## config.mk

```make
export PLATFORM = sky130hd
export DESIGN_NAME = uart_rx
export DESIGN_NICKNAME = d
export VERILOG_FILES = /design/src/rtl/uart_rx.sv
export SDC_FILE = /design/constraint.sdc
export NUM_CORES = 1
export LEC_CHECK = 0
export BUFFER_PORTS_ARGS = -buffer_cell sky130_fd_sc_hd__clkbuf_2
export CAP_MARGIN = 20
export CORE_MARGIN = 2
export CORE_UTILIZATION = 34
export CTS_CLUSTER_DIAMETER = 80
export DETAILED_ROUTE_END_ITERATION = 16
export SKIP_LAST_GASP = 1
export SLEW_MARGIN = 20
export SYNTH_ARGS = -nofsm -noshare
export SYNTH_HDL_FRONTEND = slang
export SYNTH_SLANG_ARGS = --single-unit
```

## constraint.sdc

```tcl
create_clock -name CLK -period 7.3 [get_ports CLK]
set_clock_uncertainty 0.15 [all_clocks]
set_input_delay 0 -clock CLK [delete_from_list [all_inputs] [get_ports CLK]]
set_output_delay 0 -clock CLK [all_outputs]
set_load 0.01 [all_outputs]
```

## src/rtl/uart_rx.sv

```systemverilog
// Oversampling UART receiver: start bit, DATA_WIDTH data bits LSB-first, optional parity, one stop bit.
// Each bit is a 2-of-3 majority vote around mid-bit; results are reported as one-cycle strobes.
module uart_rx #(
  parameter int DATA_WIDTH = 8,
  parameter int PRESCALE_W = 6
) (
  input  logic                  CLK,
  input  logic                  RST,
  input  logic                  RX_IN,
  input  logic [PRESCALE_W-1:0] Prescale,
  input  logic                  PAR_EN,
  input  logic                  PAR_TYP,
  output logic [DATA_WIDTH-1:0] P_DATA,
  output logic                  data_valid,
  output logic                  parity_error,
  output logic                  framing_error
);

  localparam int BW = $clog2(DATA_WIDTH + 1);
  localparam logic [BW-1:0]         LAST_BIT = BW'(DATA_WIDTH - 1);
  localparam logic [PRESCALE_W-1:0] ONE      = PRESCALE_W'(1);

  typedef enum logic [2:0] {IDLE, START, DATA, PARITY, STOP} state_t;

  state_t                  state;
  logic [PRESCALE_W-1:0]   edge_cnt;
  logic [BW-1:0]           bit_cnt;
  logic [PRESCALE_W-1:0]   pre_q;
  logic                    par_en_q;
  logic                    par_typ_q;
  logic                    samp_a, samp_b, samp_c;
  logic [DATA_WIDTH-1:0]   shreg;
  logic                    par_bad;

  logic [PRESCALE_W-1:0]   half;
  logic                    at_last;
  logic                    maj;

  always_comb begin
    half    = pre_q >> 1;
    at_last = (edge_cnt == (pre_q - ONE));
    maj     = (samp_a & samp_b) | (samp_a & samp_c) | (samp_b & samp_c);
  end

  always_ff @(posedge CLK or negedge RST) begin
    if (!RST) begin
      state         <= IDLE;
      edge_cnt      <= '0;
      bit_cnt       <= '0;
      pre_q         <= '0;
      par_en_q      <= 1'b0;
      par_typ_q     <= 1'b0;
      samp_a        <= 1'b1;
      samp_b        <= 1'b1;
      samp_c        <= 1'b1;
      shreg         <= '0;
      par_bad       <= 1'b0;
      P_DATA        <= '0;
      data_valid    <= 1'b0;
      parity_error  <= 1'b0;
      framing_error <= 1'b0;
    end else begin
      data_valid    <= 1'b0;
      parity_error  <= 1'b0;
      framing_error <= 1'b0;

      if (state == IDLE) begin
        // The detecting cycle is position 0 of the start bit, so counting resumes at 1.
        if (!RX_IN) begin
          state     <= START;
          edge_cnt  <= ONE;
          bit_cnt   <= '0;
          pre_q     <= Prescale;
          par_en_q  <= PAR_EN;
          par_typ_q <= PAR_TYP;
          par_bad   <= 1'b0;
        end
      end else begin
        edge_cnt <= at_last ? '0 : edge_cnt + ONE;
        if (edge_cnt == half - ONE) samp_a <= RX_IN;
        if (edge_cnt == half)       samp_b <= RX_IN;
        if (edge_cnt == half + ONE) samp_c <= RX_IN;

        if (at_last) begin
          unique case (state)
            START: state <= maj ? IDLE : DATA;
            DATA: begin
              shreg <= {maj, shreg[DATA_WIDTH-1:1]};
              if (bit_cnt == LAST_BIT) begin
                bit_cnt <= '0;
                state   <= par_en_q ? PARITY : STOP;
              end else begin
                bit_cnt <= bit_cnt + 1'b1;
              end
            end
            PARITY: begin
              par_bad <= ((^shreg) ^ par_typ_q) != maj;
              state   <= STOP;
            end
            STOP: begin
              state <= IDLE;
              if (!maj) begin
                framing_error <= 1'b1;
              end else if (par_bad) begin
                parity_error <= 1'b1;
              end else begin
                P_DATA     <= shreg;
                data_valid <= 1'b1;
              end
            end
            default: state <= IDLE;
          endcase
        end
      end
    end
  end

endmodule

```

==> reports/qor.txt <==
Result of the run: finished clean
Vias: 1,924
CTS tree: built
First-pass DRT Iterations: 4
Wire length of the first global-routing pass: 9.05 mm
Min-delay worst type: input pin to async pin
Top cell type's share of synthesized area: 40.6%
Worst VDD drop: 0.000212 V
Number of placed I/O pins: 22
Die Outline Area: 0.00813 mm2
Final Total Pwr: 1060 uW
Synth async-reset ratio: 100%
Maximum number of pins on one net before global-route repair: 45
Drt initial violations: 79
Number of remaining DRC errors: 0
Critical path start-end classification: register to register
Final std cells w/o fill: 384
Dominant combinational cell family by area after synthesis: simple AND/OR/NAND/NOR gates
R2R Path Start: pre_q[1]$_DFFE_PN0P_
Simple logic cell fraction of the synthesized area: 19.2%
Wire length per cell: 13.5 um
Buffers & Inverters on Critical Path: 1
Setup crit end kind: register
Post-synthesis cell area: 0.00252 mm2
Final HPWL from detailed placement: 3.71 mm
Total of flip-flops plus latches after synthesis: 44
Synth area leader: sky130_fd_sc_hd__dfrtp_1
Area taken by flip-flops and latches: 0.00110 mm2
Width of the die: 90.2 um
Synthesis Warnings: 0
Mean instance size in the synthesized netlist: 9.75 um2
Maximum net fanout on the critical path: 11
Relative slew margins: 53.8%
Slowest library cell on the worst path: sky130_fd_sc_hd__dfrtp_1
Multi-input combinational cell area: 0.00135 mm2
CTS hold repair buffers: 10
Per-cell via count in the routed design: 5.01
Clock latency reported for the late side of the worst-skew pair: 0.30 ns
Resize count post-CTS: 0
Count of filler cells inserted in the layout: 743
CTS Buffer Depth: 2
Crit path time final: 2.65 ns
Crit start category: register
Area Overhead vs Synth: 14.4%
Number of setup buffers added after CTS: 0
Post-layout instance area: 0.00289 mm2
Row cnt: 31
Number of synthesized flops with an enable pin: 0
Setup TNS after final layout: 0 ns
Highest clock frequency the design can meet: 378 MHz
Starting density of the core: 35.0%
Fraction of the mapped netlist area in adder cells: 3.37%
Number of slew-limit violations in the final report: 0
Number of antenna violations at the first check in global routing: 0
ANT nets after route: 0
Number of sinks driven by the clock tree: 44
Final hold slack: 0.0847 ns
Detailed-route wire length: 5.18 mm
Net count of the mapped netlist: 276
Post-synthesis mux area share: 8.47%
Count of final hold-check violations: 0
Total number of nets in the final design: 302
Height of the chip: 90.2 um
Number of placed cells counting well taps: 367
Antenna diodes: 0
CTS Buf Count: 5
Required @ worst endpoint: 7.34 ns
Sequential-to-total area share from yosys stat: 43.8%
Compound-Gate Fraction of Synth Area: 13.2%
Leakage: 0.00128 uW
Count of H-tree levels built during CTS: 2
Top library cells by usage in the layout, fill and taps aside: 41 x sky130_fd_sc_hd__dfrtp_1, 40 x sky130_fd_sc_hd__nand2_1, 20 x sky130_fd_sc_hd__xnor2_1, 20 x sky130_fd_sc_hd__clkbuf_2, 14 x sky130_fd_sc_hd__mux2_1
Gp weighted congestion: 0.825
Maximum single-stage delay on the critical path: 0.43 ns
Dominant register cell in the synthesized netlist: sky130_fd_sc_hd__dfrtp_1
Count of cell types in the netlist: 47
PortBufs: 21
Unrepaired setup endpoints after global routing: no
Post-place instance area: 0.00271 mm2
Worst Tran Pin Value: 0.691 ns
Pwr Density: 367 mW/mm2
Clock transition at the register clock pins on the worst setup and hold paths after CTS: 0.08 ns
Xor-xnor portion of the synthesized cell area: 9.02%
Overflow left after global routing: 0
Cell types with the largest area share after synthesis: sky130_fd_sc_hd__dfrtp_1 41%, sky130_fd_sc_hd__xnor2_1 6.9%, sky130_fd_sc_hd__mux2_1 6.2%
Commonest non-fill, non-tap cell in the layout: sky130_fd_sc_hd__dfrtp_1
GRT Util Overall: 13.5%
Cell family contributing the most delay on the critical path: simple AND/OR/NAND/NOR gates
Max-Cap Viols: 0
Arrival time at the worst endpoint: 2.68 ns
Placeable core area: 0.00721 mm2
Fraction of layout instances using a drive strength above 1: 16.5%
Launch point of the critical path: pre_q[1]$_DFFE_PN0P_
Clock root buffer: sky130_fd_sc_hd__clkbuf_8
Endpoints failing setup: 0
Number of global-route vias before repair: 1,913
Gate count after technology mapping: 259
Final period utilization: 36.3%
Series of cell instances along the critical path: inv_1 -> ha_1 -> nor2b_1 -> or3_1 -> a31oi_2 -> nand2_1 -> mux2_1
through the flow:
step | utilization [%] | setup slack, ns
final | 40.0 | 4.65
after global routing | 40.0 | 4.41
after CTS | 40.0 | 4.64
after detailed placement | 37.5 | 4.68
after global placement | 37.5 | 4.75
after floorplan | - | 4.94
layout make-up:
| cell class | instances | area share, % |
|---|---|---|
| flip-flops and latches | 44 | 38.2 |
| clock inverters | 2 | 0.433 |
| clock buffers | 5 | 2.38 |
| well taps | 99 | 4.29 |
| repair buffers | 32 | 7.45 |
| multi-input cells | 197 | 46.6 |
| inverters | 5 | 0.650 |
worst paths after layout:
kind | to | depth (start not counted) | slack (ns)
worst max-delay path | shreg[2]$_DFFE_PN0P_ | 7 | 4.65
worst min-delay path | P_DATA[4]$_DFFE_PN0P_ | 2 | 0.08
min in group CLK | par_en_q$_DFFE_PN0P_ | 4 | 0.28
worst min register to register | P_DATA[4]$_DFFE_PN0P_ | 1 | 0.35
worst max register to register | shreg[2]$_DFFE_PN0P_ | 7 | 4.65
max in group asynchronous | samp_c$_DFFE_PN1P_ | 2 | 6.53
logic make-up (layout without fill, tap and decap cells):
| group | Yosys count | in the layout |
|---|---|---|
| fa+ha+maj | 7 | 7 |
| simple gates | 98 | 98 |
| mux | 19 | 19 |
| buf+inv | 18 | 44 |
| flops | 44 | 44 |
| xor+xnor | 26 | 26 |
| compound gates | 47 | 47 |
metal layers:
| metal | routed length (um) | part of all wire (%) | GRT usage (%) |
|---|---|---|---|
| met2 | 2410 | 47 | 21.7 |
| met1 | 2550 | 49 | 18.3 |
| met5 | 0 | 0 | 0 |
| met3 | 141 | 2.7 | 2.51 |
| met4 | 74 | 1.4 | 4.87 |
flip-flops by register name (all words and copies together) (netlist names), 3 cells and up:
signal / cells
state: 3
pre_q: 6
edge_cnt: 6
bit_cnt: 4
P_DATA: 8
shreg: 8
power breakdown:
group | leakage (uW) | switching [uW] | total [uW] | internal (uW)
Clock | 0.0000400 | 82.2 | 147 | 64.8
Combinational | 0.000659 | 290 | 505 | 215
Sequential | 0.000580 | 102 | 409 | 307
Total | 0.00128 | 474 | 1060 | 587
Yosys cell counts (all sizes together) (2+ instances only):
library cell / count
buf: 6
nand3: 12
mux2: 19
inv: 5
dfrtp: 41
a31o: 4
xor2: 6
a31oi: 3
o21ai: 17
nor3: 8
nand2b: 4
nor2: 9
and3: 2
nand2: 40
o311ai: 2
xnor2: 20
dfstp: 3
a211oi: 2
and2: 3
ha: 6
or2: 2
nor2b: 7
o31ai: 2
clkbuf: 7
or3: 3
nor4: 2
o211ai: 8
(Power assumes the default switching activity.)
